File: src/rtl/nor_flash_pkg.sv
// Shared encodings for the NOR flash bank: command opcodes and the
// controller state type. Imported by the bank top level.
package nor_flash_pkg;

    typedef enum logic [1:0] {
        OP_READ  = 2'b00,
        OP_PROG  = 2'b01,
        OP_ERASE = 2'b10,
        OP_RSVD  = 2'b11
    } op_e;

    typedef enum logic [1:0] {
        ST_IDLE  = 2'b00,
        ST_PROG  = 2'b01,
        ST_ERASE = 2'b10
    } state_e;

endpackage

File: src/rtl/nor_flash_array.sv
// Storage for the flash bank: synchronous 1R/1W RAM, DATA_W x 2^ADDR_W.
// Ports: clk_i; rd_en_i/rd_addr_i -> rd_data_o (registered, one cycle);
//        wr_en_i/wr_addr_i/wr_data_i (written on the rising edge).
module nor_flash_array #(
    parameter int DATA_W = 8,
    parameter int ADDR_W = 8
) (
    input  logic              clk_i,
    input  logic              rd_en_i,
    input  logic [ADDR_W-1:0] rd_addr_i,
    output logic [DATA_W-1:0] rd_data_o,
    input  logic              wr_en_i,
    input  logic [ADDR_W-1:0] wr_addr_i,
    input  logic [DATA_W-1:0] wr_data_i
);

    // Words are kept inverted so a zero-initialised RAM (and the zero
    // read register) reads back as an erased, all-ones array.
    logic [DATA_W-1:0] mem_q [2**ADDR_W];
    logic [DATA_W-1:0] rd_q;

    always_ff @(posedge clk_i) begin
        if (wr_en_i) begin
            mem_q[wr_addr_i] <= ~wr_data_i;
        end
        if (rd_en_i) begin
            rd_q <= mem_q[rd_addr_i];
        end
    end

    assign rd_data_o = ~rd_q;

endmodule

File: src/rtl/nor_flash_bank.sv
// NOR flash bank controller: read, bit-clearing program, sector erase.
// Ports: clk, rst (async, active-high); cmd_valid/cmd_ready handshake
//        with cmd_op, address, data_in; data_out/rd_valid read return;
//        busy while programming/erasing; err one-cycle error pulse.
module nor_flash_bank
    import nor_flash_pkg::*;
#(
    parameter int DATA_W      = 8,
    parameter int ADDR_W      = 8,
    parameter int SECTOR_W    = 4,
    parameter int PROG_CYCLES = 4
) (
    input  logic              clk,
    input  logic              rst,
    input  logic              cmd_valid,
    output logic              cmd_ready,
    input  logic [1:0]        cmd_op,
    input  logic [ADDR_W-1:0] address,
    input  logic [DATA_W-1:0] data_in,
    output logic [DATA_W-1:0] data_out,
    output logic              rd_valid,
    output logic              busy,
    output logic              err
);

    localparam int PC_W  = $clog2(PROG_CYCLES + 1);
    localparam int CNT_W = (SECTOR_W + 1 > PC_W) ? SECTOR_W + 1 : PC_W;
    localparam logic [CNT_W-1:0] PROG_LAST  = CNT_W'(PROG_CYCLES - 1);
    localparam logic [CNT_W-1:0] ERASE_LAST = CNT_W'((1 << SECTOR_W) - 1);
    localparam logic [ADDR_W-1:0] OFF_MASK =
        ADDR_W'((64'd1 << SECTOR_W) - 64'd1);

    state_e            state_q;
    logic [CNT_W-1:0]  cnt_q;
    logic [ADDR_W-1:0] addr_q;
    logic [DATA_W-1:0] data_q;
    logic              rd_valid_q;
    logic              err_q;

    logic              accept;
    logic              rd_en;
    logic              wr_en;
    logic [ADDR_W-1:0] wr_addr;
    logic [DATA_W-1:0] wr_data;
    logic [DATA_W-1:0] rd_data;
    logic              prog_err;

    assign cmd_ready = (state_q == ST_IDLE);
    assign busy      = ~cmd_ready;
    assign accept    = cmd_valid & cmd_ready;

    // A program also fetches the old word at acceptance; it is held in
    // the array read register for the commit at the end of PROG.
    assign rd_en = accept & ((cmd_op == OP_READ) | (cmd_op == OP_PROG));

    assign prog_err = |(data_q & ~rd_data);

    always_comb begin
        wr_en   = 1'b0;
        wr_addr = addr_q;
        wr_data = rd_data & data_q;
        if (state_q == ST_PROG) begin
            wr_en = (cnt_q == PROG_LAST);
        end else if (state_q == ST_ERASE) begin
            wr_en   = 1'b1;
            wr_addr = addr_q | (ADDR_W'(cnt_q) & OFF_MASK);
            wr_data = '1;
        end
    end

    nor_flash_array #(
        .DATA_W (DATA_W),
        .ADDR_W (ADDR_W)
    ) u_array (
        .clk_i     (clk),
        .rd_en_i   (rd_en),
        .rd_addr_i (address),
        .rd_data_o (rd_data),
        .wr_en_i   (wr_en),
        .wr_addr_i (wr_addr),
        .wr_data_i (wr_data)
    );

    always_ff @(posedge clk or posedge rst) begin
        if (rst) begin
            state_q    <= ST_IDLE;
            cnt_q      <= '0;
            addr_q     <= '0;
            data_q     <= '0;
            rd_valid_q <= 1'b0;
            err_q      <= 1'b0;
        end else begin
            rd_valid_q <= 1'b0;
            err_q      <= 1'b0;
            unique case (state_q)
                ST_IDLE: begin
                    if (accept) begin
                        case (cmd_op)
                            OP_READ: begin
                                rd_valid_q <= 1'b1;
                            end
                            OP_PROG: begin
                                addr_q  <= address;
                                data_q  <= data_in;
                                cnt_q   <= '0;
                                state_q <= ST_PROG;
                            end
                            OP_ERASE: begin
                                addr_q  <= address & ~OFF_MASK;
                                cnt_q   <= '0;
                                state_q <= ST_ERASE;
                            end
                            default: begin
                                err_q <= 1'b1;
                            end
                        endcase
                    end
                end
                ST_PROG: begin
                    if (cnt_q == PROG_LAST) begin
                        err_q   <= prog_err;
                        cnt_q   <= '0;
                        state_q <= ST_IDLE;
                    end else begin
                        cnt_q <= cnt_q + CNT_W'(1);
                    end
                end
                ST_ERASE: begin
                    if (cnt_q == ERASE_LAST) begin
                        cnt_q   <= '0;
                        state_q <= ST_IDLE;
                    end else begin
                        cnt_q <= cnt_q + CNT_W'(1);
                    end
                end
                default: begin
                    state_q <= ST_IDLE;
                end
            endcase
        end
    end

    assign rd_valid = rd_valid_q;
    assign data_out = rd_valid_q ? rd_data : '0;
    assign err      = err_q;

endmodule

File: config.mk
export PLATFORM = sky130hd
export DESIGN_NAME = nor_flash_bank
export DESIGN_NICKNAME = d
export VERILOG_FILES = /design/src/rtl/nor_flash_pkg.sv /design/src/rtl/nor_flash_array.sv /design/src/rtl/nor_flash_bank.sv
export SDC_FILE = /design/constraint.sdc
export NUM_CORES = 2
export LEC_CHECK = 0
export BUFFER_PORTS_ARGS = -buffer_cell sky130_fd_sc_hd__buf_2
export CAP_MARGIN = 20
export CORE_AREA = 5 5 422 424
export CTS_BUF_LIST = sky130_fd_sc_hd__clkbuf_4 sky130_fd_sc_hd__clkbuf_8 sky130_fd_sc_hd__clkbuf_16
export CTS_CLUSTER_DIAMETER = 30
export CTS_CLUSTER_SIZE = 24
export DETAILED_ROUTE_END_ITERATION = 8
export DIE_AREA = 0 0 427 429
export GPL_ROUTABILITY_DRIVEN = 0
export GPL_TIMING_DRIVEN = 0
export SYNTH_ARGS = -nofsm -noshare
export SYNTH_HDL_FRONTEND = slang
export SYNTH_SLANG_ARGS = --single-unit
File: constraint.sdc
create_clock -name clk -period 11.39 [get_ports clk]
set_input_delay 2.278 -clock clk [delete_from_list [all_inputs] [get_ports clk]]
set_output_delay 2.278 -clock clk [all_outputs]
set_load 0.03 [all_outputs]
==> impl_metrics.ini <==
[outcome]
status = completed

[timing]
fin_hold_ws_ns = 0.519
fin_crit_ns = 6.94
slew_violations = 0
hold_viol = 0
slew_headroom_pct = 10.7
max_freq_ghz = 0.144
setup-tns-final_ns = 0
rsz0062_at_grt = no
period_share_pct = 60.9
fin_skew_ns = 0.0639
setup-violations-final = 0
tightest_slew_ns = 1.34

[hold_path]
hold_class = flop to flop
holdCritStartpoint = addr_q[3]

[layout]
register_area_sq_um = 62400
fillers = 12600
multi_input_area_sq_um = 17300
area_growth_pct = 23.6
final_layout_size_suffix_gt1_share_pct = 31.4
finalNetCount = 4494

[setup_path]
cp.required_ns = 11.97
arrival_ns = 7.52
end_kind = flop
crit_type = input pin to flop
path_max_fanout = 10
startpoint = address[1]
r2r-start = state_q[0]
worst_setup_path_start_kind = input pin

[clock_tree]
cts_hold_buffers = 0
cts_max_path_buffers = 4
numCtsBuffers = 417
cts.sinks = 2081
cts_tree = done
h-tree-depth = 5
cts_setup_buffers = 0
clk_latency_ns = 0.95
path_clk_slew_ns = 0.05
ctsRootBufferMaster = clkbuf_16
cts_resized = 0

[drt]
via_per_inst = 6.77
antenna_left = 0
highest_layer = met5
met2_length_microns = 132000
dr.pass1.iters = 6
wirelength_met1_microns = 108000
met3_length_microns = 50000
routedWlPerCell_microns = 43.9
route.detailed.drc = 0
vias = 48300
wirelength_microns = 313000
drt-initial-drc-count = 9705

[place]
io_buffer_count = 30
dp_hpwl_microns = 205000

[floorplanning]
die-area_sq_um = 183000
die_y_microns = 429
placement_rows = 153
die_w_microns = 427
core-area_sq_um = 173000
start_util_pct = 46.8
io-pin-count = 33

[synthesis]
netlist_area_sq_um = 81200
async_flop_share_pct = 1.20
synthesis.instances = 3920
synth_enable_flop_cells = 2056
ys_types = 74
synthFlopType = edfxtp_1
syn_avg_cell_area_sq_um = 20.7
synth_largest_area_cell = edfxtp_1
ys_seq_area_share_pct = 76.8
yosysTopAreaCellShare_pct = 76.0
yosys_warnings = 0
syn-num-nets = 3952
ys_ff_latch = 2081
synth_area_leaders = edfxtp_1, mux4_2, mux2i_1, nor2_1, a22oi_1

[global_route]
grt_pass1_vias = 45500
grt_max_degree = 43
overflow = 0
antenna_found_initial = 25
grt_first_pass_wirelength_microns = 409000
grt_use_total_pct = 33.9

[pwr]
ir_drop_v = 0.000176
leakage_nw = 32.7
p_per_area_nw_per_um2 = 257

[job]
drv_cap = 0
==> synthesized netlist by cell type, types with 6 or more instances <==
| cell | instances |
|---|---|
| a31oi_1 | 10 |
| o21ai_0 | 31 |
| inv_1 | 23 |
| a22o_1 | 32 |
| nand4_1 | 6 |
| a22oi_1 | 105 |
| ha_1 | 11 |
| o32ai_1 | 9 |
| mux2i_1 | 147 |
| edfxtp_1 | 2056 |
| a32oi_1 | 7 |
| o221ai_1 | 39 |
| a221oi_1 | 12 |
| dfrtp_1 | 25 |
| nor2b_1 | 23 |
| nand2b_1 | 11 |
| nor3_1 | 32 |
| and3_1 | 6 |
| buf_8 | 6 |
| nor4_1 | 12 |
| buf_2 | 68 |
| nand3_1 | 29 |
| nor2_1 | 293 |
| mux2_2 | 22 |
| buf_4 | 26 |
| o22ai_1 | 49 |
| nand2_1 | 77 |
| buf_6 | 28 |
| mux4_2 | 437 |
| a21oi_1 | 97 |
| a211oi_1 | 10 |
| o31ai_1 | 6 |
| clkbuf_1 | 78 |
| buf_12 | 13 |
==> power by group <==
group | switching [mW] | total (mW) | internal [mW]
Sequential | 0.0598 | 9.87 | 9.81
Combinational | 2.83 | 3.77 | 0.934
Clock | 4.20 | 12.2 | 7.96
==> layout by cell type, fill, tap and decap left out, types with 16 or more instances in the layout <==
master         n
buf_2        103
clkbuf_4      34
mux2_2        22
inv_1         23
clkinv_1      36
clkbuf_16    421
nand3_1       29
buf_4         29
clkinv_2      52
buf_12        61
edfxtp_1    2056
diode_2       16
mux2i_1      147
nor2_1       293
bufinv_16     48
o221ai_1      39
buf_16        24
clkbuf_1      47
nor3_1        32
nand2_1       77
buf_8         18
o22ai_1       49
clkinv_4      47
a22o_1        32
clkbuf_2      31
inv_6         46
a22oi_1      105
dfrtp_1       25
mux4_2       437
nor2b_1       23
buf_6         29
o21ai_0       31
a21oi_1       89
clkinvlp_4    61
==> metal layers <==
| metal | vias to the layer above | global-route usage [%] |
|---|---|---|
| li1 | 17700 | - |
| met1 | 25100 | 43.8 |
| met2 | 4494 | 46.6 |
| met3 | 966 | 15.5 |
| met4 | 20 | 20.7 |
| met5 | - | 0 |
==> path summary, 6_finish.rpt <==
check / cells after the start / slack (ns) / to
max: 10 / 4.45 / u_array.rd_q[2]
min: 2 / 0.52 / addr_q[3]
max reg2reg: 10 / 6.38 / u_array.mem_q[191][3]
min reg2reg: 2 / 0.52 / addr_q[3]
max in group asynchronous: 3 / 9.58 / cnt_q[1]
min in group asynchronous: 2 / 1.33 / data_q[6]
==> flip-flops by register name, indices dropped and copies added (netlist names) <==
| register | count |
|---|---|
| cnt_q | 5 |
| rd_valid | 1 |
| u_array.rd_q | 8 |
| state_q | 2 |
| data_q | 8 |
| u_array.mem_q | 2048 |
| addr_q | 8 |
| err | 1 |
==> critical path, cell delays in order <==
cell and delay (ns):
buf_2 0.11, buf_4 0.25, buf_4 0.54, buf_2 0.80, buf_2 0.84, mux4_2 0.42, a221oi_2 0.50, o32ai_1 0.41
nor3_1 0.95, nor3_1 0.34
==> kinds of logic after synthesis <==
logic type / synth area share [%]
flip-flops: 76.8
multiplexers: 14.3
AND/OR/NAND/NOR: 2.99
AO/OA/AOI/OAI: 3.77
buffers and inverters: 2.00
adder cells (fa/ha/maj): 0.169
==> metrics by stage <==
stage | setup WS [ns] | instances | util, % | power [mW] | area (sq um)
floorplan | 1.96 | 3920 | - | 11.9 | 81200
global placement | -7.97 | 6275 | 48.6 | 13.4 | 84300
detailed placement | 3.70 | 6361 | 49.7 | 13.6 | 86200
CTS | 4.69 | 7114 | 57.8 | 25.5 | 100000
global route | 4.83 | 7121 | 57.9 | 26.2 | 100000
finish | 4.45 | 7137 | 57.9 | 25.8 | 100000
==> cell type report <==
class                           count  area share [%]
Sequential cell                  2081            62.1
Multi-Input combinational cell   1589            17.3
Clock inverter                    301            3.29
Inverter                           23          0.0860
Buffer                            227            1.58
Antenna cell                       16          0.0399
Tap cell                         2325            2.90
Timing Repair Buffer              123            2.01
Clock buffer                      452            10.7
Note: power is estimated with default switching activity, not from simulation.
